[src/rtl/fac_bit.sv]
// One-bit full adder: the ripple element chained inside fac_cell.
module fac_bit (
  input  logic x,
  input  logic y,
  input  logic ci,
  output logic z,
  output logic co
);

  logic half;

  assign half = x ^ y;
  assign z    = half ^ ci;
  assign co   = (x & y) | (ci & half);

endmodule

[src/rtl/fac_cell.sv]
// WIDTH-bit ripple-carry adder built from fac_bit, with an optional
// one-cycle output register stage carrying a valid flag.
module fac_cell #(
  parameter int unsigned WIDTH   = 1,
  parameter bit          REG_OUT = 1'b1
) (
  input  logic             clk,
  input  logic             rst_n,
  input  logic             in_valid,
  input  logic [WIDTH-1:0] x,
  input  logic [WIDTH-1:0] y,
  input  logic             ci,
  output logic [WIDTH-1:0] z,
  output logic             co,
  output logic             out_valid
);

  logic [WIDTH:0]   carry;
  logic [WIDTH-1:0] sumBits;

  assign carry[0] = ci;

  for (genvar i = 0; i < WIDTH; i++) begin : gRipple
    fac_bit uBit (
      .x  (x[i]),
      .y  (y[i]),
      .ci (carry[i]),
      .z  (sumBits[i]),
      .co (carry[i+1])
    );
  end

  if (REG_OUT) begin : gReg
    logic [WIDTH-1:0] z_q, z_d;
    logic             co_q, co_d;
    logic             valid_q;

    // Operands are captured only when qualified; otherwise the last result is held.
    always_comb begin
      z_d  = z_q;
      co_d = co_q;
      if (in_valid) begin
        z_d  = sumBits;
        co_d = carry[WIDTH];
      end
    end

    always_ff @(posedge clk or negedge rst_n) begin
      if (!rst_n) begin
        z_q     <= '0;
        co_q    <= 1'b0;
        valid_q <= 1'b0;
      end else begin
        z_q     <= z_d;
        co_q    <= co_d;
        valid_q <= in_valid;
      end
    end

    assign z         = z_q;
    assign co        = co_q;
    assign out_valid = valid_q;
  end else begin : gComb
    logic unused_clkRst;

    // Clock and reset have no role in the purely combinational variant.
    assign unused_clkRst = clk ^ rst_n;
    assign z             = sumBits;
    assign co            = carry[WIDTH];
    assign out_valid     = in_valid;
  end

endmodule

[config.mk]
export PLATFORM = sky130hd
export DESIGN_NAME = fac_cell
export DESIGN_NICKNAME = d
export VERILOG_FILES = /design/src/rtl/fac_bit.sv /design/src/rtl/fac_cell.sv
export SDC_FILE = /design/constraint.sdc
export NUM_CORES = 1
export LEC_CHECK = 0
export ABC_AREA = 1
export CAP_MARGIN = 20
export CELL_PAD_IN_SITES_DETAIL_PLACEMENT = 1
export CELL_PAD_IN_SITES_GLOBAL_PLACEMENT = 1
export CORE_AREA = 2 2 39 41
export DETAILED_ROUTE_END_ITERATION = 8
export DIE_AREA = 0 0 41 43
export PLACE_DENSITY_LB_ADDON = 0.25
export SETUP_SLACK_MARGIN = 0.1
export SYNTH_ARGS = -nofsm -noshare
export SYNTH_HDL_FRONTEND = slang
export SYNTH_SLANG_ARGS = --single-unit
[constraint.sdc]
create_clock -name clk -period 0.8 [get_ports clk]
set_input_delay 0.16 -clock clk [delete_from_list [all_inputs] [get_ports clk]]
set_output_delay 0.16 -clock clk [all_outputs]
set_load 0.03 [all_outputs]
==> results.json <==
{
  "outcome": "complete, but fails checks",
  "violations": "negative setup slack",
  "slowest_stage": "dfrtp_1",
  "postSynthCellCount": 11,
  "ys_seq_area_share_pct": 61.9,
  "utilization_pct": 20.1,
  "boundaryPins": 9,
  "tns_ns": -0.372,
  "synth-seq-cells": 3,
  "final_common_cell": "buf_6",
  "period_share_pct": 116,
  "p_leak_nw": 0.138,
  "cpPeakStageDelay_ns": 0.38,
  "cts_tree": "built",
  "synth_area_leader_cell": "dfrtp_1",
  "period_needed_ns": 0.925,
  "drcViolationCount": 0,
  "grt_pass1_vias": 149,
  "syn_nets": 18,
  "ctsHoldBuffers": 0,
  "groute.usage.overall_pct": 6.16,
  "dr_total_vias": 134,
  "place_area_um2": 214,
  "critPathArrivalTime_ns": 0.77,
  "sequentialPowerShare_pct": 29.6,
  "antenna_left": 0,
  "io_buffers": 8,
  "setup_viol": 4,
  "power.total_mw": 0.604,
  "final_cell_mix": "buf_6, nand2_2, nand2_1, clkbuf_4, dfrtp_1",
  "nets": 34,
  "gp_congestion": 0.486,
  "synth_area_um2": 121,
  "dp_slack_ns": -0.509,
  "switchingPower_mw": 0.166,
  "grt-ovfl-total": 0,
  "maxSlewHeadroom_pct": 89.8,
  "finalHoldViolCount": 0,
  "p_int_mw": 0.438,
  "crit_chain": "buf_6",
  "wl_per_cell_um": 8.31,
  "critPathCaptureType": "output port",
  "synth.top_cells.by_area": "dfrtp_1, nand2_1, fa_1",
  "die_height_um": 43,
  "cts-root-buf": "clkbuf_4",
  "p_clk_share_pct": 44.9,
  "initial_core_util_pct": 8.77,
  "rsz0062_at_grt": "true",
  "worstHoldPathType": "in -> async",
  "synth_top_area_share_pct": 61.9,
  "worstSetupPathType": "reg -> out",
  "finalWorstSetupSlack_ns": -0.125,
  "die_x_um": 41,
  "dpl.cell_count": 35,
  "clock-sinks": 3,
  "max_cap_viol_count": 0,
  "insertion_delay_ns": 0.24,
  "ys_types": 4,
  "area_growth_pct": 129,
  "ir_drop_uv": 404,
  "grt_pass1_wl_um": 607,
  "grt_max_degree": 5,
  "antennaDiodeCount": 0,
  "p_per_area_nw_per_um2": 2180,
  "critPathTopFamily": "flip-flops",
  "final_area_um2": 278,
  "numCtsBuffers": 3,
  "htreeDepth": 1,
  "die-area_um2": 1760,
  "power.share.switching_pct": 27.5,
  "drive_gt1_share_pct": 61.5,
  "yosys_warnings": 0,
  "finClkSkew_ns": 0,
  "drt-total-wl_um": 349,
  "fmax_ghz": 1.08,
  "first_iter_violations": 0,
  "synth.avg_cell_area_um2": 11.0,
  "final_cells": 42,
  "whs_ns": 0.110,
  "pwr-share-comb_pct": 25.5,
  "row_count": 14,
  "path_max_fanout": 2,
  "crit_required_ns": 0.64,
  "cts_buffer_depth": 2,
  "core_um2": 1380,
  "path_buf_inv": 1,
  "viasPerCell": 3.19,
  "final-max-slew-violation-count": 0,
  "path_clk_slew_ns": 0.04,
  "drt_first_pass_iters": 1,
  "worst_slew_pin_slew_ns": 0.152,
  "antenna_found_initial": 0,
  "worst_setup_path_start_kind": "flip-flop"
}
-- registers in the layout, indices dropped and copies added (netlist names) --
name / cells
co: 1
out_valid: 1
z: 1
-- per-layer routing --
metal / track usage (%) / wire length (um) / vias up
li1: - / - / 61
met1: 5.88 / 145 / 60
met2: 7.81 / 145 / 11
met3: 3.14 / 38 / 2
met4: 8.00 / 19 / 0
met5: 0 / 0 / -
-- kinds of logic after synthesis --
logic type,synth area share [%]
DFF,61.9
adders and majority gates,16.5
and+or+nand+nor,18.6
buffers and inverters,3.09
-- layout make-up --
cell class,instances,area [um2]
sequential,3,75.1
inverter,1,3.75
timing repair buffer,11,100
clock buffer,4,26.3
tap,16,20.0
multi-input combinational,7,52.6
fill,163,1110
-- synth_stat cells --
master	instances
nand2_1	6
dfrtp_1	3
fa_1	1
inv_1	1
-- path summary, 6_finish.rpt --
check / startpoint / endpoint / slack (ns) / cells past startpoint
worst min register to register: z$_DFFE_PN0P_ / z$_DFFE_PN0P_ / 0.60 / 3
min in group clk: in_valid / out_valid$_DFF_PN0_ / 0.23 / 1
worst max register to register: co$_DFFE_PN0P_ / co$_DFFE_PN0P_ / -0.04 / 4
max in group asynchronous: rst_n / z$_DFFE_PN0P_ / 0.54 / 1
worst max-delay path: co$_DFFE_PN0P_ / co / -0.13 / 1
worst min-delay path: rst_n / out_valid$_DFF_PN0_ / 0.11 / 1
-- power groups by stage --
stage | registers (mW) | logic [mW] | clock network (mW)
5_1_grt | 0.180 | 0.170 | 0.301
2_1_floorplan | 0.210 | 0.0176 | 0
6_report | 0.179 | 0.154 | 0.271
3_3_place_gp | 0.177 | 0.109 | 0
3_5_place_dp | 0.178 | 0.111 | 0
4_1_cts | 0.179 | 0.140 | 0.280
-- timing repair --
item	4_1_cts	5_1_grt
pin swaps	2	0
gates resized for setup	20	2
buffers inserted	2	1
setup endpoints to repair	5	5
cloned	0	0
No activity file was read; power rests on OpenSTA's default activity.
==> RTL change 1, RTL diff (same settings) <==
Add an input register stage for `in_valid`, `x`, `y` and `ci`, with the module's reset; this delays them by one clock.
--- a/src/rtl/fac_cell.sv
+++ b/src/rtl/fac_cell.sv
@@ -15,15 +15,34 @@
   output logic             out_valid
 );
 
+  logic in_valid_q;
+  logic [WIDTH-1:0] x_q;
+  logic [WIDTH-1:0] y_q;
+  logic ci_q;
+
+  always_ff @(posedge clk or negedge rst_n) begin
+    if (!rst_n) begin
+      in_valid_q <= '0;
+      x_q        <= '0;
+      y_q        <= '0;
+      ci_q       <= '0;
+    end else begin
+      in_valid_q <= in_valid;
+      x_q        <= x;
+      y_q        <= y;
+      ci_q       <= ci;
+    end
+  end
+
   logic [WIDTH:0]   carry;
   logic [WIDTH-1:0] sumBits;
 
-  assign carry[0] = ci;
+  assign carry[0] = ci_q;
 
   for (genvar i = 0; i < WIDTH; i++) begin : gRipple
     fac_bit uBit (
-      .x  (x[i]),
-      .y  (y[i]),
+      .x  (x_q[i]),
+      .y  (y_q[i]),
       .ci (carry[i]),
       .z  (sumBits[i]),
       .co (carry[i+1])
@@ -39,7 +58,7 @@
     always_comb begin
       z_d  = z_q;
       co_d = co_q;
-      if (in_valid) begin
+      if (in_valid_q) begin
         z_d  = sumBits;
         co_d = carry[WIDTH];
       end
@@ -53,7 +72,7 @@
       end else begin
         z_q     <= z_d;
         co_q    <= co_d;
-        valid_q <= in_valid;
+        valid_q <= in_valid_q;
       end
     end
 
@@ -67,7 +86,7 @@
     assign unused_clkRst = clk ^ rst_n;
     assign z             = sumBits;
     assign co            = carry[WIDTH];
-    assign out_valid     = in_valid;
+    assign out_valid     = in_valid_q;
   end
 
 endmodule
Function: changed (Yosys sat finds a counterexample within 4 cycles, from zero or initial values and one cycle with rst_n low).
==> RTL change 1 against the original RTL <==
The flow still finishes with violations (setup timing). Combinational power fell by 19%. Register-to-register slack got worse by 0.23 ns. Wire length rose by 7.7%. Largest power group is now registers. Clock power rose by 15%. Critical path type is now reg2reg. Sequential power rose by 120%. Critical endpoint is now z. Setup slack got worse by 0.15 ns. Non-clock buffer count fell by 2. Design area rose by 29%. Synthesized area rose by 82%. Sequential cell count rose by 4. Total power rose by 38%.
==> RTL change 1: results (changes against the original RTL) <==
.. list-table::
   :header-rows: 1

   * - Metric
     - Value
   * - GRT met1 Usage
     - 6.00% (+0.12 points)
   * - Seq/Total Area, Yosys
     - 79.1% (+17 points)
   * - Mean number of vias per cell
     - 3.27 (+2.6%)
   * - # fillers
     - 153 (-6.1%)
   * - Result of the run
     - finished with violations
   * - Detail-routed net length per standard cell
     - 8.55 microns (+2.8%)
   * - Reported net switching power
     - 0.000198 W (+19%)
   * - Vias in the first global route
     - 173 (+16%)
   * - Layout cell share with drive strength beyond 1
     - 25.0% (-37 points)
   * - First-pass iteration count of the detailed router
     - 2 (+1)
   * - Number of antenna violations at the first check in global routing
     - 0 (unchanged)
   * - Slowest stage delay, CP
     - 0.53 ns (+0.15 ns)
   * - Met2 global-route usage
     - 7.81% (unchanged)
   * - Violation count after the first detailed-route iteration
     - 2 (+2)
   * - R2R depth
     - 3 (-1)
   * - Max clock buf depth
     - 2 (unchanged)
   * - Path class of the lowest-slack min-delay path
     - in2async
   * - Final TNS setup
     - -0.863 ns (-0.491 ns)
   * - Final GP Congestion
     - 0.567 (+17%)
   * - Number of clock buffers inserted by TritonCTS
     - 3 (unchanged)
   * - Leading power group
     - registers
   * - Violations in the final reports
     - setup timing
   * - IO Port Bufs
     - 8 (unchanged)
   * - Async SR Flop Fraction
     - 100% (unchanged)
   * - Maximum number of pins on one net before global-route repair
     - 8 (+3)
   * - Number of nets in the layout
     - 36 (+5.9%)
   * - Biggest area contributors in the synthesized netlist
     - dfrtp_1, nand2_1, fa_1, inv_1
   * - Arrival time reported for the critical path endpoint
     - 1.26 ns (+0.49 ns)
   * - Clock Latency Late Sink
     - 0.24 ns (about the same)
   * - Slew Limit Headroom
     - 79.1% (-11 points)
   * - Largest clock skew in the final design
     - 0.00240 ns (+0.00240 ns)
   * - TritonCTS clock tree
     - yes
   * - Number of levels in the clock H-tree
     - 1 (unchanged)
   * - Clock network power
     - 0.000312 W (+15%)
   * - Global Route Usage Sum
     - 5.89% (-0.27 points)
   * - Cell type of the slowest stage on the worst timing path
     - fa_1
   * - Buffer type at the clock tree root
     - clkbuf_4
   * - Top delay family on crit path
     - adder cells
   * - Post-synthesis net count
     - 22 (+4)
   * - Reg-to-reg critical path startpoint
     - x_q
   * - P&R area growth vs syn
     - 62.1%
   * - Max rail drop VDD
     - 0.000663 V (+64%)
   * - PnR worst setup slack
     - -0.271 ns (-0.145 ns)
   * - Met3 GRT Util
     - 3.14% (unchanged)
   * - First-pass GRT wire length
     - 621 microns (+2.3%)
   * - Power Sequential
     - 0.000398 W (+120%)
   * - Yosys synthesis warning count
     - 0 (unchanged)
   * - Leakage component of the power
     - 0.170 nW (+23%)
   * - End of the worst register-to-register path
     - z
   * - Count of cell types in the netlist
     - 4 (unchanged)
   * - Count of antenna diodes in the layout
     - 0 (unchanged)
   * - Setup violation total in the final timing report
     - 5 (+1)
   * - Commonest cells post-synth
     - dfrtp_1, nand2_1, fa_1, inv_1
   * - CTS clock-pin slew for the worst setup and hold paths
     - about 0.050 ns
   * - CP Max Fanout
     - 1 (-1)
-- RTL change 1: cell types whose count changed in the layout (fill, tap and decap cells not counted), sizes merged --
| cell | delta |
|---|---|
| dlygate4sd2 | -1 |
| buf | -5 |
| clkdlybuf4s50 | +4 |
| dfrtp | +4 |
-- RTL change 1: cell type report --
type / count / share of cell area, %
timing repair buffer: 9 / 25.4
multi-input combinational: 7 / 11.8
inverter: 1 / 1.05
clock buffer: 4 / 7.32
tap: 16 / 5.57
sequential: 7 / 48.8
-- RTL change 1: worst max-delay path by stage --
stage	start	endpoint	slack, ns	depth (start not counted)
2_1_floorplan	x_q	z	-0.24	3
3_5_place_dp	x_q	z	-0.27	3
3_3_place_gp	x_q	z	-0.25	3
5_1_grt	x_q	z	-0.34	3
6_report	x_q	z	-0.27	3
4_1_cts	x_q	z	-0.28	3
-- RTL change 1: repair_timing --
item	in CTS	in global routing
endpoints found under the setup margin	5	5
gates resized for setup	3	0
setup buffers	0	1
hold endpoints to repair	0	0
-- RTL change 1: cells by family (layout without fill, tap and decap cells) --
| logic type | after synthesis | after routing | share of synthesized area [%] |
|---|---|---|---|
| fa+ha+maj | 1 | 1 | 9.04 |
| buf+inv | 1 | 14 | 1.69 |
| flops | 7 | 7 | 79.1 |
| simple gates | 6 | 6 | 10.2 |
-- RTL change 1: layer usage --
layer / up-vias / part of all wire, %
met5: - / 0
met4: 0 / 0
met3: 0 / 15
met2: 9 / 47
met1: 65 / 38
li1: 70 / -
-- RTL change 1: metrics by stage --
stage          cell area (sq um)  hold WS, ns  total power (W)  std cells
2_1_floorplan                221       -0.136         0.000449         15
3_3_place_gp                 314        0.425         0.000508         39
3_5_place_dp                 314        0.421         0.000512         39
4_1_cts                      352        0.171         0.000854         43
5_1_grt                      359        0.194         0.000892         44
6_report                     359        0.170         0.000835         44
==> RTL change 2, RTL diff (same flow settings) <==
Made on the original files. Register the output `z`; this adds one clock of latency there. The other outputs are not delayed to match.
--- a/src/rtl/fac_cell.sv
+++ b/src/rtl/fac_cell.sv
@@ -14,6 +14,8 @@
   output logic             co,
   output logic             out_valid
 );
+
+  logic [WIDTH-1:0] z_c;
 
   logic [WIDTH:0]   carry;
   logic [WIDTH-1:0] sumBits;
@@ -57,7 +59,7 @@
       end
     end
 
-    assign z         = z_q;
+    assign z_c       = z_q;
     assign co        = co_q;
     assign out_valid = valid_q;
   end else begin : gComb
@@ -65,10 +67,14 @@
 
     // Clock and reset have no role in the purely combinational variant.
     assign unused_clkRst = clk ^ rst_n;
-    assign z             = sumBits;
+    assign z_c           = sumBits;
     assign co            = carry[WIDTH];
     assign out_valid     = in_valid;
   end
 
+  always_ff @(posedge clk) begin
+    z <= z_c;
+  end
+
 endmodule
 
Behaviour: not the same (Yosys sat finds a counterexample within 4 cycles, from zero or initial values and one cycle with rst_n low).
==> RTL change 2 against the original RTL <==
The run still ends with setup timing left. Design area increased by 2.3%. Total power increased by 7.8%. Synthesized area increased by 16%. Maximum frequency increased by 0.81%. Wire length decreased by 1.7%. Clock power increased by 3%. Count of clock-buffer cells in the layout unchanged. Final cell count decreased by 2.4%. Hold slack improved by 0.0014 ns. Sequential cell count increased by 1. Setup slack improved by 0.0074 ns.
==> RTL change 2: results (changes against the original RTL) <==
.. list-table::
   :header-rows: 1

   * - Metric
     - Value
   * - Final design utilization
     - 20.5% (+0.45 points)
   * - Final GP Congestion
     - 0.538 (+11%)
   * - Layout cell share with drive strength beyond 1
     - 56.0% (-5.5 points)
   * - Slew at the pin closest to its max-slew limit
     - 0.170 ns (+0.0180 ns)
   * - Detail-routed net length per standard cell
     - 8.37 microns (+0.68%)
   * - Largest clock skew in the final design
     - 0.000767 ns (+0.000767 ns)
   * - Max rail drop VDD
     - 0.000343 V (-15%)
   * - R2R depth
     - 3 (-1)
   * - Pre-CTS setup slack
     - -0.508 ns (+0.000733 ns)
   * - Post-placement cell area
     - 234 sq um (+9.4%)
   * - Number of nets in the layout
     - 33 (-2.9%)
   * - Violations in the final reports
     - setup timing
   * - Post-synthesis net count
     - 19 (+1)
   * - Commonest cells post-synth
     - nand2_1, dfrtp_1, dfxtp_1, fa_1, inv_1
   * - Mean number of vias per cell
     - 3.22 (+0.91%)
   * - Worst reg2reg setup slack
     - 0.09 ns (+0.13 ns)
   * - Seq/Total Area, Yosys
     - 67.3% (+5.4 points)
   * - Biggest area contributors in the synthesized netlist
     - dfrtp_1, nand2_1, dfxtp_1, fa_1, inv_1
   * - Leakage component of the power
     - 0.137 nW (-0.62%)
   * - Vias in the first global route
     - 161 (+8.1%)
   * - PnR worst setup slack
     - -0.118 ns (+0.00744 ns)
   * - Instance count after placement with tap cells included
     - 36 (+2.9%)
   * - Async SR Flop Fraction
     - 75.0% (-25 points)
   * - Result of the run
     - finished with violations
   * - Setup violation total in the final timing report
     - 3 (-1)
   * - Synth Area per Inst
     - 11.8 sq um (+6.8%)
   * - Count of cell types in the netlist
     - 5 (+1)
   * - Global Route Usage Sum
     - 5.64% (-0.52 points)
-- RTL change 2: cell count changes after synthesis --
cell     before  now
dfxtp_1       0    1
-- RTL change 2: area by class of cell --
class	count	share of cell area [%]
flip-flops and latches	4	33.9
well taps	16	7.05
inverters	1	1.32
repair buffers	9	30.8
clock buffers	4	9.25
multi-input cells	7	17.6
-- RTL change 2: through the flow --
step / setup TNS, ns / hold slack, ns
3_3_place_gp: -0.945 / 0.351
3_5_place_dp: -0.966 / 0.361
6_report: -0.245 / 0.111
4_1_cts: -0.292 / 0.105
5_1_grt: -0.317 / 0.110
2_1_floorplan: -0.0302 / -0.136
-- RTL change 2: worst max path at each step --
stage | endpoint | start | slack (ns)
after floorplan | gReg.z_q | y | -0.03
after global placement | gReg.z_q | y | -0.50
after detailed placement | gReg.z_q | y | -0.51
after CTS | co | co | -0.14
after global routing | co | co | -0.14
final | co | co | -0.12
-- RTL change 2: power breakdown --
group / internal [W] / switching, W / leakage [nW] / total (W)
registers: 0.000228 / 0.0000126 / 0.0445 / 0.000241
logic: 0.0000676 / 0.0000647 / 0.0778 / 0.000132
clock network: 0.000188 / 0.0000909 / 0.0150 / 0.000279
-- RTL change 2: cell families (layout without fill, tap and decap cells) --
family                     Yosys count  count (layout)  synth area share [%]
buffers and inverters                1              14                  2.65
adders and majority gates            1               1                  14.2
and+or+nand+nor                      6               6                  15.9
DFF                                  4               4                  67.3
-- RTL change 2: repair_timing --
| item | 4_1_cts | 5_1_grt |
|---|---|---|
| endpoints found under the hold margin | 0 | 0 |
| gates cloned | 0 | 0 |
| setup buffers | 0 | 1 |
| gates resized for setup | 19 | 3 |
| endpoints found under the setup margin | 5 | 4 |
| pin swaps | 2 | 3 |
-- RTL change 2: routing by layer --
metal	GRT usage (%)	part of all wire (%)	up-vias
li1	-	-	61
met1	5.52	36	62
met2	7.50	51	9
met3	1.57	13	0
met4	8.00	0	0
met5	0	0	-
